===== config.mk =====
export PLATFORM = sky130hd
export DESIGN_NAME = mux4_rr_arbiter
export DESIGN_NICKNAME = d
export VERILOG_FILES = /design/src/rtl/mux4_rr_arbiter.sv
export SDC_FILE = /design/constraint.sdc
export NUM_CORES = 1
export LEC_CHECK = 0
export BUFFER_PORTS_ARGS = -buffer_cell sky130_fd_sc_hd__clkbuf_2
export CORE_UTILIZATION = 54
export CTS_BUF_LIST = sky130_fd_sc_hd__clkbuf_2 sky130_fd_sc_hd__clkbuf_4 sky130_fd_sc_hd__clkbuf_8
export DETAILED_ROUTE_END_ITERATION = 16
export GPL_ROUTABILITY_DRIVEN = 0
export PLACE_DENSITY = 0.88
export SETUP_SLACK_MARGIN = 0.5
export SLEW_MARGIN = 20
export SYNTH_ARGS = -nofsm -noshare
export SYNTH_HDL_FRONTEND = slang
export SYNTH_SLANG_ARGS = --single-unit

===== constraint.sdc =====
create_clock -name clk -period 4 [get_ports clk]
set_clock_uncertainty 0.2 [all_clocks]
set_input_delay 0.4 -clock clk [delete_from_list [all_inputs] [get_ports clk]]
set_output_delay 0.4 -clock clk [all_outputs]
set_load 0.02 [all_outputs]

===== src/rtl/mux4_rr_arbiter.sv =====
// Round-robin arbiter sharing one registered 4:1 output channel among four packet sources.
// Ownership is held from a packet's first beat until its last beat transfers.
module mux4_rr_arbiter #(
    parameter int W = 4
) (
    input  logic         clk,
    input  logic         rst_n,
    input  logic [3:0]   in_valid,
    input  logic [W-1:0] in_data0,
    input  logic [W-1:0] in_data1,
    input  logic [W-1:0] in_data2,
    input  logic [W-1:0] in_data3,
    input  logic [3:0]   in_last,
    output logic [3:0]   in_ready,
    output logic         out_valid,
    output logic [W-1:0] out_data,
    output logic         out_last,
    output logic [1:0]   out_src,
    input  logic         out_ready,
    output logic         busy
);

    typedef enum logic {
        ST_IDLE = 1'b0,
        ST_LOCK = 1'b1
    } state_t;

    state_t       r_state;
    state_t       w_state_nxt;
    logic [1:0]   r_ptr;
    logic [1:0]   r_owner;
    logic [1:0]   w_ptr_nxt;
    logic [1:0]   w_owner_nxt;
    logic [1:0]   w_pick;
    logic [1:0]   w_src;
    logic         w_any;
    logic         w_can_accept;
    logic         w_xfer;
    logic         w_last_sel;
    logic [3:0]   w_ready;
    logic [W-1:0] w_data_sel;

    logic         r_out_valid;
    logic [W-1:0] r_out_data;
    logic         r_out_last;
    logic [1:0]   r_out_src;

    // Scan from the highest offset down so the requester nearest ptr wins.
    always_comb begin
        w_pick = r_ptr;
        w_any  = 1'b0;
        for (int k = 3; k >= 0; k--) begin
            if (in_valid[r_ptr + 2'(k)]) begin
                w_pick = r_ptr + 2'(k);
                w_any  = 1'b1;
            end
        end
    end

    assign w_can_accept = !r_out_valid || out_ready;
    assign w_src        = (r_state == ST_LOCK) ? r_owner : w_pick;

    // Ready is gated by rst_n so nothing is accepted while reset is asserted.
    always_comb begin
        w_ready = 4'b0000;
        if (rst_n) begin
            if (r_state == ST_LOCK) begin
                w_ready[r_owner] = w_can_accept;
            end else if (w_any) begin
                w_ready[w_pick] = w_can_accept;
            end
        end
    end

    always_comb begin
        case (w_src)
            2'd0:    w_data_sel = in_data0;
            2'd1:    w_data_sel = in_data1;
            2'd2:    w_data_sel = in_data2;
            default: w_data_sel = in_data3;
        endcase
    end

    assign w_last_sel = in_last[w_src];
    assign w_xfer     = in_valid[w_src] && w_ready[w_src];

    always_comb begin
        w_state_nxt = r_state;
        w_ptr_nxt   = r_ptr;
        w_owner_nxt = r_owner;
        if (w_xfer) begin
            if (w_last_sel) begin
                w_state_nxt = ST_IDLE;
                w_ptr_nxt   = w_src + 2'd1;
            end else begin
                w_state_nxt = ST_LOCK;
                w_owner_nxt = w_src;
            end
        end
    end

    always_ff @(posedge clk) begin
        if (!rst_n) begin
            r_state     <= ST_IDLE;
            r_ptr       <= 2'd0;
            r_owner     <= 2'd0;
            r_out_valid <= 1'b0;
            r_out_data  <= '0;
            r_out_last  <= 1'b0;
            r_out_src   <= 2'd0;
        end else begin
            r_state <= w_state_nxt;
            r_ptr   <= w_ptr_nxt;
            r_owner <= w_owner_nxt;
            if (w_xfer) begin
                r_out_valid <= 1'b1;
                r_out_data  <= w_data_sel;
                r_out_last  <= w_last_sel;
                r_out_src   <= w_src;
            end else if (out_ready) begin
                r_out_valid <= 1'b0;
            end
        end
    end

    assign in_ready  = w_ready;
    assign out_valid = r_out_valid;
    assign out_data  = r_out_data;
    assign out_last  = r_out_last;
    assign out_src   = r_out_src;
    assign busy      = (r_state == ST_LOCK);

endmodule

# [After elaboration in Yosys (flattened, before gate mapping)]
# Cells that the tools add are included.
[classes] add_sub_neg=4 order_cmp=9 eq_ne=2 n_mux=34 bitwise=3 reduce_logical=9
[op_table] op="< comparator 2 x 3 -> 1 bit (second input constant)" count=7
[op_table] op="two-way mux 1 bit" count=16
[op_table] op="binary-select mux 1 bit (select 2 bit)" count=7
[op_table] op="two-way mux 4 bit" count=3
[op_table] op="case mux 4 bit (3 select lines)" count=1
[op_table] op="two-way mux 2 bit" count=5
[op_table] op="AND 4 bit" count=2
[op_table] op="adder 2 x 1 -> 2 bit (second input constant)" count=2
[op_table] op="adder 2 bit (second input constant)" count=2
[op_table] op="demux 1 bit (select 2 bit)" count=2
[op_table] op="greater-or-equal comparator 2 x 1 -> 1 bit (second input constant)" count=2
[op_table] op="AND reduction 2 bit" count=2
[op_table] op="logical AND 1 bit" count=3
[op_table] op="equality test 2 x 1 -> 1 bit (second input constant)" count=1
[op_table] op="equality test 2 bit (second input constant)" count=1
[op_table] op="zero test 2 bit" count=1
[op_table] op="nonzero test 2 bit" count=1
[op_table] op="zero test 1 bit" count=1
[op_table] op="logical OR 1 bit" count=1
[op_table] op="NOT 1 bit" count=1
[word_totals] ff_bits=13 in_bits=27 output_inout_bits=13 elab_cells=68

# [Depth between registers and ports, before layout]
# Gate-level depths: netlist of run 1.
[depth] ltp_word=19 depth_mapped=11 depth_no_buf=10

# [Least setup slack after synthesis of run 1]
# OpenSTA, ideal clock, no wires.
[synth_timing] path_kind="input to output" startpoint="in in_valid[0]" endpoint="out in_ready[1]" arrival_ns=1.751 required_time_ns=3.400 path_slack_ns=1.649 path_stages=6 path_cell_list="nor2b_2 -> o21ba_2 -> nor4_4 -> a22o_1 -> nand2_1 -> a21oi_1"
[synth_via] elab_chain_cells=14 word_cells_on_any_way=25
[synth_lines] item="from (decl)" line="8" text="input logic [3:0] in_valid,"
[synth_lines] item="binary-select mux 1 bit (select 2 bit)" line="53" text="if (in_valid[r_ptr + 2'(k)]) begin"
[synth_lines] item="two-way mux 1 bit (implied by the code)" line="53"
[synth_lines] item="two-way mux 2 bit (4 in series)" line="53"
[synth_lines] item="< comparator 2 x 3 -> 1 bit (implied by the code) or greater-or-equal comparator 2 x 1 -> 1 bit (tied branches)" line="70" text="w_ready[w_pick] = w_can_accept;"
[synth_lines] item="logical AND 1 bit (implied by the code)" line="70"
[synth_lines] item="two-way mux 1 bit (implied by the code)" line="70"
[synth_lines] item="demux 1 bit (select 2 bit)" line="70"
[synth_lines] item="AND 4 bit (no line)"
[synth_lines] item="two-way mux 4 bit (*)" line="69" text="end else if (w_any) begin"
[synth_lines] item="two-way mux 4 bit (*)" line="67" text="if (r_state == ST_LOCK) begin"
[synth_lines] item="two-way mux 4 bit (*)" line="66" text="if (rst_n) begin"
[synth_lines] item="to (decl)" line="14" text="output logic [3:0] in_ready,"
# Mark *: on every way between the ends. The rest lies on a longest branch, timed or not. The select of a mux whose other input is x is not followed.

# [Worst setup path after layout of run 1]
[layout_timing] startpoint="reg r_ptr[0]" endpoint="out in_ready[3]"
[layout_via] elab_chain_cells=15 word_cells_on_any_way=28
[layout_lines] item="from (decl)" line="30" text="logic [1:0] r_ptr;"
[layout_lines] item="from (signal assigned)" line="113" text="r_ptr <= w_ptr_nxt;"
[layout_lines] item="adder 2 bit" line="53, 54"
[layout_lines] item="binary-select mux 1 bit (select 2 bit)" line="53"
[layout_lines] item="two-way mux 1 bit (implied by the code)" line="53"
[layout_lines] item="two-way mux 2 bit (4 in series)" line="53"
[layout_lines] item="< comparator 2 x 3 -> 1 bit (implied by the code) or greater-or-equal comparator 2 x 1 -> 1 bit (tied branches)" line="70"
[layout_lines] item="logical AND 1 bit (implied by the code)" line="70"
[layout_lines] item="two-way mux 1 bit (implied by the code)" line="70"
[layout_lines] item="demux 1 bit (select 2 bit)" line="70"
[layout_lines] item="AND 4 bit (no line)"
[layout_lines] item="two-way mux 4 bit (*)" line="69"
[layout_lines] item="two-way mux 4 bit (*)" line="67"
[layout_lines] item="two-way mux 4 bit (*)" line="66"
# Marked as above.

==> run summary, run 1 <==
Outcome -> complete, no violations
Total Neg Setup Slack -> 0 ns
Fin. max-slew vios -> 0
Power Density -> 688 mW/mm^2
Max VDD drop -> 0.406 mV
Site Rows -> 15
CP Launch Type -> flop
Die ar. -> 0.00206 sq mm
Clock network power share -> 10.5%
Core footprint -> 0.00175 sq mm
Worst slew margin -> 58.3%
Int Power -> 446 uW
Router iterations before antenna repair -> 7
Num CTS Buffers -> 3
Period utilization -> 67.9%
Minimum clock period after layout -> 2.71 ns
Ports -> 40
Nets -> 196
WS Path Type -> reg -> out
Syn-to-layout area delta -> 24.8%
WL final -> 2670 microns
Number of synthesized register bits -> 13
RSZ-0062 raised after global routing -> false
Port buffer count -> 39
1st-iter DRT viols -> 38
Total track usage -> 28.0%
Post-route DRC violation count -> 0
Post-CTS setup buffer count -> 0
Switching Power -> 425 uW
Critical Path AT -> 2.11 ns
Hold Slack -> 0.237 ns
Max-Cap Viols -> 0
Vias -> 1,123
Vias in the first global route -> 1,016
Clock-pin slew on the worst setup and hold paths -> 0.08 ns
Via density -> 5.94
Setup violators final -> 0
Initial antenna violation count -> 0
Register share of total power -> 25.7%
TritonCTS clock tree -> yes
Worst EP required -> 3.40 ns
H-tree levels -> 1
Grt ovf -> 0
Area leader, netlist -> dfxtp_1
Largest net degree at the start of global routing -> 11
Slew @ Worst Pin -> 0.621 ns
Post-CTS resize count -> 0
Switch share -> 48.8%
Synth cell types -> 42
Endpoints failing hold -> 0
Combinational share of power -> 63.8%
Root buf cell -> clkbuf_4
Total power -> 871 uW
Crit end category -> primary output
Critical path fanouts, max -> 6
Worst-skew pair later-pin latency -> 0.29 ns
Routed WL per cell -> 14.1 microns
Inserted Diodes -> 0
Hold Crit Class -> in -> reg
CTS Sinks -> 13
CTS Hold Bufs -> 0
CTS Buffer Depth -> 2
Warnings, synthesis -> 0
Starting utilization of the core area -> 58.1%
Netlist Area Pre-Place -> 0.00101 sq mm
Die X -> 45.4 microns
Avg Inst Size Synth -> 8.32 sq um
First-pass GRT wire length -> 4210 microns
Post-Syn Nets -> 153
Leak pwr -> 0.553 nW
Fmax -> 368 MHz
Post-Synthesis Cells -> 122
DP Wirelength -> 2060 microns
Sequential-to-total area share from yosys stat -> 25.6%
Layout cells sized above 1 -> 35.4%
Synth top area share -> 25.6%
Die height -> 45.4 microns
ANT nets after route -> 0
Synth area leaders -> dfxtp_1, a21oi_1, nand2_1
## cells in the final DEF, fill, tap and decap left out, types with 2 or more instances in the layout
cell type	n
clkbuf_4	4
a21oi_2	2
a21oi_1	11
nor2b_1	4
a222oi_1	4
clkbuf_2	39
dfxtp_1	13
nor3_1	3
mux2i_1	5
nor2_1	9
nand3_1	6
nand2_1	14
a21boi_1	2
o21ai_1	5
inv_1	3
ha_1	4
o21ai_0	7
nand2b_1	4
## final cells by class
class / count / area, sq um
Clock buffer: 4 / 30.0
Fill cell: 149 / 479
Inverter: 5 / 21.3
Multi-Input combinational cell: 103 / 728
Sequential cell: 13 / 260
Tap cell: 25 / 31.3
Timing Repair Buffer: 39 / 195
## registers in the layout, indices dropped and copies added, names as in the netlist
signal	cells
out_src	2
out_data	4
busy	1
out_last	1
out_valid	1
r_ptr	2
r_owner	2
## worst max-delay path, cell delays in order, from the launching register on
cell,delay [ns]
dfxtp_1,0.43
nor2b_2,0.09
o21ba_2,0.24
nor4_4,0.36
a22o_1,0.27
nand2_1,0.10
nor2_1,0.14
clkbuf_2,0.19
## synthesized netlist by cell type, drive strengths merged
master	instances
a21oi	14
nand2	14
dfxtp	13
o21ai	13
nor2	9
mux2i	6
nand3	6
nand2b	5
nor2b	5
a222oi	4
ha	4
inv	4
nor3	3
a21boi	2
nor4	2
o31ai	2
a21o	1
a221o	1
a221oi	1
a22o	1
and2	1
and3	1
buf	1
clkinv	1
mux2	1
nor4b	1
o21ba	1
o2bb2ai	1
o31a	1
o32a	1
o32ai	1
or2	1
## cell families (layout without fill, tap and decap cells)
logic type / count (synthesis) / in the layout / synth area share, %
multiplexers: 7 / 7 / 8.26
adder cells (fa/ha/maj): 4 / 4 / 4.93
AND/OR/NAND/NOR: 48 / 48 / 25.0
flip-flops: 13 / 13 / 25.6
AO/OA/AOI/OAI: 44 / 44 / 33.5
buffers and inverters: 6 / 48 / 2.59
## power by group through the flow
stage / registers (mW) / clock network, mW / logic [mW]
4_1_cts: 0.223 / 0.0907 / 0.550
6_report: 0.224 / 0.0913 / 0.556
2_1_floorplan: 0.244 / 0 / 0.397
3_5_place_dp: 0.226 / 0 / 0.545
3_3_place_gp: 0.222 / 0 / 0.529
5_1_grt: 0.230 / 0.0973 / 0.598
## routing by layer
layer	track usage [%]	vias up	part of all wire [%]
met2	48.7	47	51
li1	-	541	-
met1	34.9	530	42
met3	5.60	5	6.1
met5	0	-	0
met4	7.88	0	1.1
## through the flow
step           cells  util [%]  cell area, sq um  setup slack (ns)
2_1_floorplan    122         -              1010              1.65
3_3_place_gp     185      70.8              1240              1.38
3_5_place_dp     185      70.8              1240              1.28
4_1_cts          189      72.5              1270              1.30
5_1_grt          189      72.5              1270              1.13
6_report         189      72.5              1270              1.29
## worst paths after layout
path	to	slack, ns	cells after the start	startpoint
worst max-delay path	in_ready[3]	1.29	7	r_ptr[0]
worst min-delay path	r_ptr[1]	0.24	3	rst_n
worst max register to register	out_data[3]	1.29	9	r_ptr[1]
worst min register to register	out_last	0.27	2	out_last
Note: power is estimated with default switching activity, not from simulation.
==> run 2, diff against run 1 <==
- CORE_UTILIZATION: 54 -> 45
- PLACE_DENSITY: 0.88 -> 0.78
- clock period: 4 -> 2.3 ns (I/O delays scaled with it)
==> run summary, run 2 (synthesis results as in run 1) <==
Root buf cell -> clkbuf_4
Initial antenna violation count -> 0
Total power -> 2.11 mW
Commonest non-fill, non-tap cells in the layout -> clkbuf_2, buf_4, nand2_1
Die height -> 49.5 microns
Worst-skew pair later-pin latency -> 0.28 ns
Finished Layout Cells -> 219
Power Density -> 1210 mW/mm^2
CTS Hold Bufs -> 0
Crit end category -> flop
Total Neg Setup Slack -> -0.953 ns
Routed WL per cell -> 17.7 microns
Vias -> 1,341
Slew @ Worst Pin -> 0.358 ns
Post-route DRC violation count -> 0
Layout cells sized above 1 -> 57.8%
Failing checks -> setup timing
Commonest non-fill, non-tap cell in the layout -> clkbuf_2
DP Wirelength -> 2350 microns
WL final -> 3870 microns
Fin. max-slew vios -> 0
Largest net degree at the start of global routing -> 11
Fillers -> 115
Minimum clock period after layout -> 2.44 ns
CTS Buffer Depth -> 2
Inserted Diodes -> 0
CP Launch Type -> flop
Ports -> 40
Hold Slack -> 0.0786 ns
Router iterations before antenna repair -> 6
Outcome -> complete, but fails checks
Clock-pin slew on the worst setup and hold paths -> 0.07 ns
Multi-input logic area -> 928 sq um
Crit path setup slack, layout -> -0.142 ns
Max VDD drop -> 0.792 mV
Placed Cells -> 203
Vias in the first global route -> 1,241
Die X -> 49.5 microns
Worst slew margin -> 75.8%
Num CTS Buffers -> 3
Core footprint -> 0.00204 sq mm
Critical path fanouts, max -> 10
Max-Cap Viols -> 0
First-pass GRT wire length -> 5590 microns
Total track usage -> 30.0%
Max reg flops -> 4
Die ar. -> 0.00245 sq mm
RSZ-0062 raised after global routing -> true
Final Core Density -> 85.7%
Hold Crit Class -> in -> reg
ANT nets after route -> 0
Nets -> 224
Endpoints failing hold -> 0
CTS Sinks -> 13
Port buffer count -> 39
Seq. cell area -> 269 sq um
H-tree levels -> 1
WS Path Type -> reg -> reg
1st-iter DRT viols -> 91
Site Rows -> 16
Worst EP required -> 2.25 ns
Syn-to-layout area delta -> 72.5%
Grt ovf -> 0
Leak pwr -> 0.749 nW
Critical Path AT -> 2.39 ns
Starting utilization of the core area -> 49.7%
Fmax -> 409 MHz
Via density -> 6.12
TritonCTS clock tree -> yes
Period utilization -> 106%
Setup violators final -> 13
run 2: cell types whose count changed in the layout (fill, tap and decap cells not counted), sizes merged:
cell | previous run | this run
buf | 0 | 29
clkbuf | 43 | 42
run 2: power breakdown:
part           switching (mW)  internal, mW
Sequential             0.0999         0.315
Combinational           0.801         0.739
Clock                  0.0761        0.0790
Total                   0.977          1.13
run 2: layout make-up:
type	instances	area share, %
multi-input cells	103	53.0
repair buffers	67	26.7
flip-flops and latches	13	15.4
well taps	27	1.93
clock buffers	4	1.72
inverters	5	1.22
run 2: routing by layer:
metal	global-route usage, %	up-vias	wire [microns]
met4	9.05	0	126
met3	6.48	19	363
met2	52.7	108	1840
li1	-	604	-
met5	0	-	0
met1	36.2	610	1540
run 2: worst max-delay path, stage by stage (launching register included):
cell      delay, ns
dfxtp_2        0.51
nor2b_1        0.39
nand2b_4       0.26
inv_1          0.09
ha_2           0.20
a222oi_1       0.33
o21ai_1        0.11
o21ai_1        0.13
a21oi_1        0.10
run 2: repair_timing:
action / 4_1_cts / 5_1_grt
setup buffers: 9 / 3
pin swaps: 8 / 6
resized for setup: 24 / 14
setup endpoints to repair: 17 / 17
cloned: 0 / 0
run 2: worst paths after layout:
check	start	endpoint	slack (ns)	cells after the start
min reg2reg	out_data[3]	out_data[3]	0.28	2
min	out_ready	out_valid	0.08	3
max reg2reg	busy	out_data[0]	-0.14	8
max	busy	out_data[0]	-0.14	8
run 2: stage by stage:
step	cell area, sq um	setup WS [ns]
floorplan	1110	0.184
global placement	1440	-0.0337
detailed placement	1440	-0.131
CTS	1660	-0.0515
global route	1750	-0.234
finish	1750	-0.142
